--- config.mk ---
export PLATFORM = sky130hd
export DESIGN_NAME = ram_access_ctrl
export DESIGN_NICKNAME = d
export VERILOG_FILES = /design/src/rtl/ram_access_ctrl_pkg.sv /design/src/rtl/ram_access_ctrl_edge_detect.sv /design/src/rtl/ram_access_ctrl.sv
export SDC_FILE = /design/constraint.sdc
export NUM_CORES = 1
export LEC_CHECK = 0
export CORE_MARGIN = 8
export CORE_UTILIZATION = 35
export DETAILED_ROUTE_END_ITERATION = 10
export MAX_ROUTING_LAYER = met4
export PLACE_DENSITY = 0.71
export SLEW_MARGIN = 20
export SYNTH_ARGS = -nofsm -noshare
export SYNTH_HDL_FRONTEND = slang
export SYNTH_HIERARCHICAL = 1
export SYNTH_SLANG_ARGS = --single-unit
export TNS_END_PERCENT = 10
--- constraint.sdc ---
create_clock -name clk -period 1.2 [get_ports clk]
set_input_delay 0.18 -clock clk [delete_from_list [all_inputs] [get_ports clk]]
set_output_delay 0.18 -clock clk [all_outputs]
set_load 0.01 [all_outputs]
--- src/rtl/ram_access_ctrl_pkg.sv ---
// Shared state encoding and default widths for the RAM access controller.
package ram_access_ctrl_pkg;

    localparam int ADDR_W_DEF = 4;
    localparam int DATA_W_DEF = 8;

    typedef enum logic [1:0] {
        IDLE     = 2'd0,
        WRITE    = 2'd1,
        RD_ISSUE = 2'd2,
        RD_CAPT  = 2'd3
    } state_t;

endpackage

--- src/rtl/ram_access_ctrl_edge_detect.sv ---
// Rising-edge detector: 0-cycle latency, no backpressure. History resets high,
// so a level already high at reset release is not seen as an edge.
module edge_detect (
    input  logic clk,
    input  logic clrn,
    input  logic in,
    output logic rise
);

    logic prev;

    always_ff @(posedge clk or negedge clrn) begin
        if (!clrn) begin
            prev <= 1'b1;
        end else begin
            prev <= in;
        end
    end

    assign rise = in & ~prev;

endmodule

--- src/rtl/ram_access_ctrl.sv ---
// Arbitrates button writes and tick-paced read sweep onto a sync RAM; tick->rd_valid 4 cycles
// when idle, writes win; extra requests while one is pending collapse into one.
module ram_access_ctrl
    import ram_access_ctrl_pkg::*;
#(
    parameter int ADDR_W = ADDR_W_DEF,
    parameter int DATA_W = DATA_W_DEF
) (
    input  logic              clk,
    input  logic              clrn,
    input  logic              wr_btn,
    input  logic [ADDR_W-1:0] wr_addr,
    input  logic [DATA_W-1:0] wr_data,
    input  logic              scan_en,
    input  logic              tick,
    output logic              ram_we,
    output logic [ADDR_W-1:0] ram_inaddr,
    output logic [DATA_W-1:0] ram_din,
    output logic [ADDR_W-1:0] ram_outaddr,
    input  logic [DATA_W-1:0] ram_dout,
    output logic [ADDR_W-1:0] rd_addr,
    output logic [DATA_W-1:0] rd_data,
    output logic              rd_valid,
    output logic              busy
);

    state_t            state;
    logic              wr_rise;
    logic              wr_pend;
    logic              rd_pend;
    logic [ADDR_W-1:0] wr_addr_q;
    logic [DATA_W-1:0] wr_data_q;
    logic [ADDR_W-1:0] scan_ptr;
    logic [ADDR_W-1:0] rd_addr_q;
    logic [DATA_W-1:0] rd_data_q;
    logic              rd_valid_q;

    edge_detect u_wr_edge (
        .clk  (clk),
        .clrn (clrn),
        .in   (wr_btn),
        .rise (wr_rise)
    );

    always_ff @(posedge clk or negedge clrn) begin
        if (!clrn) begin
            state      <= IDLE;
            wr_pend    <= 1'b0;
            rd_pend    <= 1'b0;
            wr_addr_q  <= '0;
            wr_data_q  <= '0;
            scan_ptr   <= '0;
            rd_addr_q  <= '0;
            rd_data_q  <= '0;
            rd_valid_q <= 1'b0;
        end else begin
            rd_valid_q <= 1'b0;

            if (wr_rise) begin
                wr_addr_q <= wr_addr;
                wr_data_q <= wr_data;
            end

            // A new request arriving in the cycle that retires the old one keeps the flag set.
            if (wr_rise) begin
                wr_pend <= 1'b1;
            end else if (state == WRITE) begin
                wr_pend <= 1'b0;
            end

            if (tick && scan_en) begin
                rd_pend <= 1'b1;
            end else if (state == RD_ISSUE) begin
                rd_pend <= 1'b0;
            end

            case (state)
                IDLE: begin
                    if (wr_pend) begin
                        state <= WRITE;
                    end else if (rd_pend) begin
                        state <= RD_ISSUE;
                    end
                end
                WRITE: begin
                    state <= IDLE;
                end
                RD_ISSUE: begin
                    state <= RD_CAPT;
                end
                RD_CAPT: begin
                    rd_data_q  <= ram_dout;
                    rd_addr_q  <= scan_ptr;
                    scan_ptr   <= scan_ptr + 1'b1;
                    rd_valid_q <= 1'b1;
                    state      <= IDLE;
                end
                default: begin
                    state <= IDLE;
                end
            endcase
        end
    end

    // Decoded straight from the state register so reset drops ram_we asynchronously.
    assign ram_we      = (state == WRITE);
    assign busy        = (state != IDLE);
    assign ram_inaddr  = wr_addr_q;
    assign ram_din     = wr_data_q;
    assign ram_outaddr = scan_ptr;
    assign rd_addr     = rd_addr_q;
    assign rd_data     = rd_data_q;
    assign rd_valid    = rd_valid_q;

endmodule

Word level (Yosys, flattened, before mapping):

Index checks and enable logic that the tools add are counted.

* flip-flop bits (word level): 34
* input port bits: 25
* output and inout port bits: 31
* word-level logic and storage cells: 31

* add/sub/neg operators: 1
* equality and inequality tests: 4
* mux-type cells: 8
* bitwise gates (word level): 2
* reduce and logical (&&, ||, !) cells: 6

Operators by type and width (count)
* one-hot mux 2 bit (3 select lines): 1
* nonzero test 2 bit: 3
* two-way mux 1 bit: 5
* adder 4 x 1 -> 4 bit, second input constant: 1
* equality test 2 bit, second input constant: 2
* two-way mux 2 bit: 2
* inequality test 3 bit, second input constant: 1
* equality test 2 x 1 -> 1 bit, second input constant: 1
* zero test 2 bit: 1
* OR reduction 2 bit: 1
* bitwise AND 1 bit: 1
* logical AND 1 bit: 1
* NOT 1 bit: 1

Logic depth before layout (Yosys ltp):

* depth in word-level cells: 3
* depth in mapped cells: 5
* depth with buffers taken out: 4

Modules after synthesis:

Netlist, hierarchy kept.

By module, submodules not included
* ram_access_ctrl: times used 1, cells each 78, area an instance 1285.0 um^2, seq. area each 825.8 um^2
* edge_detect: times used 1, cells each 2, area an instance 40.0 um^2, seq. area each 26.3 um^2

Least setup slack after synthesis:

No wires, ideal clock.

* kind: reg-to-reg
* start: reg u_wr_edge.prev
* end: reg wr_data_q[3], in the netlist ram_din[3]
* setup time: 0.125 ns
* arrival time: 1.032 ns
* required time: 1.075 ns
* slack: 0.043 ns
* cell stages (with the launch flop): 4
* buffers on the path: 1
* clock period less this slack: 1.157 ns
* cells stage by stage: dfstp_2 -> nor2b_4 -> buf_2 -> mux2_2

* longest elaborated chain between the ends: 2

Ends and longest elaborated chain
* start: declaration: RTL line ram_access_ctrl_edge_detect.sv:10 `logic prev;`
* start signal: assignment: RTL line ram_access_ctrl_edge_detect.sv:16 `prev <= in;`
* NOT 1 bit: RTL line ram_access_ctrl_edge_detect.sv:20 `assign rise = in & ~prev;`
* bitwise AND 1 bit: RTL line ram_access_ctrl_edge_detect.sv:20
* via wr_rise: RTL line ram_access_ctrl.sv:28 `logic wr_rise;`
* end signal: assignment: RTL line ram_access_ctrl.sv:61 `wr_data_q <= wr_data;`
* end: declaration: RTL line ram_access_ctrl.sv:32 `logic [DATA_W-1:0] wr_data_q;`

The timed path passes the listed nets, and every way through them passes these cells.
A chain may end at the register's enable or synchronous reset.

Worst setup path in the final report:

* start: reg state[0]
* end: out busy

* longest elaborated chain between the ends: 1

Ends and longest elaborated chain
* start: declaration: RTL line ram_access_ctrl.sv:27 `state_t state;`
* start signal: assignment: RTL line ram_access_ctrl.sv:47 `state <= IDLE;`
* start signal: assignment: RTL line ram_access_ctrl.sv:80 `state <= WRITE;`
* start signal: assignment: RTL line ram_access_ctrl.sv:82 `state <= RD_ISSUE;`
* nonzero test 2 bit: RTL line ram_access_ctrl.sv:107 `assign busy = (state != IDLE);`
* end: declaration: RTL line ram_access_ctrl.sv:24 `output logic busy`

Every way passes these cells.

==> metrics.yaml <==
outcome:
  status: "finished with violations"
  violations: "setup timing"
sta:
  setup_violations: 13
  period_needed_ns: 1.25
  hold_viol: 0
  finalCritPeriodShare_pct: 104
  setup_ws_ns: -0.0528
  finClkSkew_ns: 0.00741
  worst_pin_slew_ns: 0.183
  report.final.slew_viol_count: 0
  rsz0062_at_grt: "true"
  fmax_mhz: 798
  relSlewSlack_pct: 87.8
floorplanning:
  die_x_um: 77.5
  fp.coreArea_um2: 3660
  rows: 22
  die_h_um: 77.5
  die_area_um2: 6010
  start_util_pct: 36.2
  ios: 56
logic_synthesis:
  ys.flop_type: "dfrtp_1"
  async_reset_ff_share_pct: 100
  yosysWarnings: 6
  yosysTopAreaCell: "dfrtp_1"
  synth_seq_cells: 34
  synthesis.nets: 106
  ys_types: 22
  ys_seq_area_share_pct: 64.3
  synth_top_area_share_pct: 62.3
  synth_edf_count: 0
  netlist_area_um2: 1330
  syn_inst: 80
  ys_top_cells_by_area: "dfrtp_1, mux2_2, dfstp_2"
  avgSynthCellArea_um2: 16.6
cells_and_area:
  seqCellArea_um2: 852
  area_delta_synth_final_pct: 60.0
  multiInputGateArea_um2: 459
  drive_above_1_share_pct: 35.3
  stdcell_count: 201
  num_antenna_cells: 0
  final_nets: 179
  fin_area_um2: 2120
  num-fill-cells: 311
routing:
  wl_per_cell_um: 15.6
  first_pass_iters: 2
  viasPerCell: 4.52
  detail-route-antenna-nets: 0
  drt_iter0_markers: 33
  wl_um: 3140
  vias: 909
  post-route-drc-count: 0
setup_path:
  cpPeakStageDelay_ns: 0.41
  reg2reg_to: "rd_addr[3]"
  startpoint: "state[0]"
  crit_family: "flip-flops"
  critPathBufInv: 1
  crit_fanout: 3
  critical_path_class: "reg -> out"
  r2r-start: "state[1]"
  worst_setup_path_end_kind: "primary output"
  arrival_ns: 1.07
  critical_path_depth: 2
  worstSetupEndpoint: "busy"
  reg2regPathDepth: 5
  rrSetupSlack_ns: -0.05
  worstPathCellList: "or2_4 > buf_6"
  cp-start-kind: "flop"
  cpMaxStageDelayCell: "dfrtp_1"
  required_ns: 1.02
clocking:
  cts_root_buffer: "clkbuf_8"
  cts_buffers: 5
  clock_latency_ns: 0.28
  cts.path.max_buffers: 2
  clkTransAtPathRegs_ns: 0.07
  htree_levels: 2
  ctsHoldBuffers: 0
  tritoncts: "yes"
  cts_sinks: 34
power_and_ir_drop:
  vdd_ir_drop_max_mv: 1.05
  p_per_area_nw_per_um2: 2160
  leakage_nw: 0.977
place:
  place_ws_ns: -0.242
  gp_congestion: 0.741
  dp.cells: 192
  hpwl_um: 2400
  postPlaceCellArea_um2: 2020
  io_buffer_count: 55
global_routing:
  grt_max_degree: 35
  grt_pass1_wl_um: 5180
  overflow: 0
  antenna_found_initial: 0
  grt_pass1_vias: 1036
  grt_usage_pct: 11.5
min_path:
  hp-class: "in -> async"
job:
  drv_cap: 0
[worst reg2reg max path: cells and delay by family (launching register included)]
kind                   cells  cell delay [ns]
flip-flops                 1             0.41
AND/OR/NAND/NOR            1             0.08
multiplexers               1             0.29
buffers and inverters      3             0.35
[worst min-delay path by stage]
| stage | start | to | slack (ns) | cells after the start |
|---|---|---|---|---|
| 6_report | clrn | rd_data[2] | 0.26 | 2 |
| 5_1_grt | clrn | ram_din[2] | 0.28 | 2 |
| 4_1_cts | clrn | rd_data[2] | 0.27 | 2 |
| 3_5_place_dp | wr_pend | state[0] | 0.50 | 2 |
| 3_3_place_gp | rd_pend | rd_pend | 0.49 | 1 |
| 2_1_floorplan | clrn | ram_din[0] | -0.12 | 0 |
[sequential cells by signal, indices dropped and copies added, names as in the netlist]
signal / count
ram_inaddr: 4
wr_pend: 1
state: 2
rd_data: 8
ram_outaddr: 4
rd_pend: 1
rd_addr: 4
ram_din: 8
u_wr_edge/prev: 1
rd_valid: 1
[what timing repair did]
| action | CTS | global route |
|---|---|---|
| endpoints found under the setup margin | 41 | 19 |
| pin swaps | 0 | 1 |
| endpoints found under the hold margin | 0 | 0 |
| resized for setup | 43 | 10 |
| setup buffers | 2 | 1 |
[cell usage after synthesis, types with 2 or more instances]
library cell and n:
xnor2_1 2, mux2_2 24, dfrtp_1 33, nor2_1 3
[cell usage in the layout, fill, tap and decap left out, types with 3 or more instances in the layout]
| master | n |
|---|---|
| buf_4 | 7 |
| buf_6 | 6 |
| clkbuf_8 | 5 |
| clkdlybuf4s50_1 | 24 |
| dfrtp_1 | 33 |
| dlygate4sd2_1 | 27 |
| mux2_2 | 22 |
| mux2_4 | 3 |
| nor2_1 | 3 |
[layer usage]
| metal | track usage, % | up-vias | share of wire, % |
|---|---|---|---|
| met5 | - | - | 0 |
| met4 | 6.23 | 0 | 2.3 |
| met3 | 4.03 | 7 | 4.9 |
| met2 | 20.3 | 28 | 56 |
| met1 | 10.8 | 453 | 36 |
| li1 | - | 421 | - |
[cell type report]
| cell class | instances | share of cell area [%] |
|---|---|---|
| Sequential cell | 34 | 40.2 |
| Timing Repair Buffer | 68 | 31.0 |
| Multi-Input combinational cell | 42 | 21.7 |
| Clock buffer | 7 | 3.60 |
| Tap cell | 48 | 2.83 |
| Inverter | 2 | 0.708 |
[logic make-up after synthesis]
logic type / after synthesis / share of synthesized area [%]
multiplexers: 25 / 21.5
adder cells (fa/ha/maj): 1 / 0.944
flip-flops: 34 / 64.3
AND/OR/NAND/NOR: 10 / 6.42
buffers and inverters: 4 / 2.64
XOR/XNOR: 3 / 2.55
AO/OA/AOI/OAI: 3 / 1.61
[per-stage QoR]
step,util (%),hold WS [ns],total power (W),setup TNS [ns]
final,57.9,0.256,0.00459,-0.500
after global routing,57.9,0.281,0.00491,-1.24
after CTS,57.1,0.266,0.00459,-1.21
after detailed placement,55.1,0.496,0.00393,-3.15
after global placement,55.1,0.488,0.00386,-2.65
after floorplan,-,-0.116,0.00272,0
[power breakdown]
part	leakage [nW]	switching, W	internal [W]
logic	0.534	0.000820	0.00121
clock network	0.0383	0.000365	0.000398
registers	0.405	0.000236	0.00156
(Power assumes the default switching activity.)
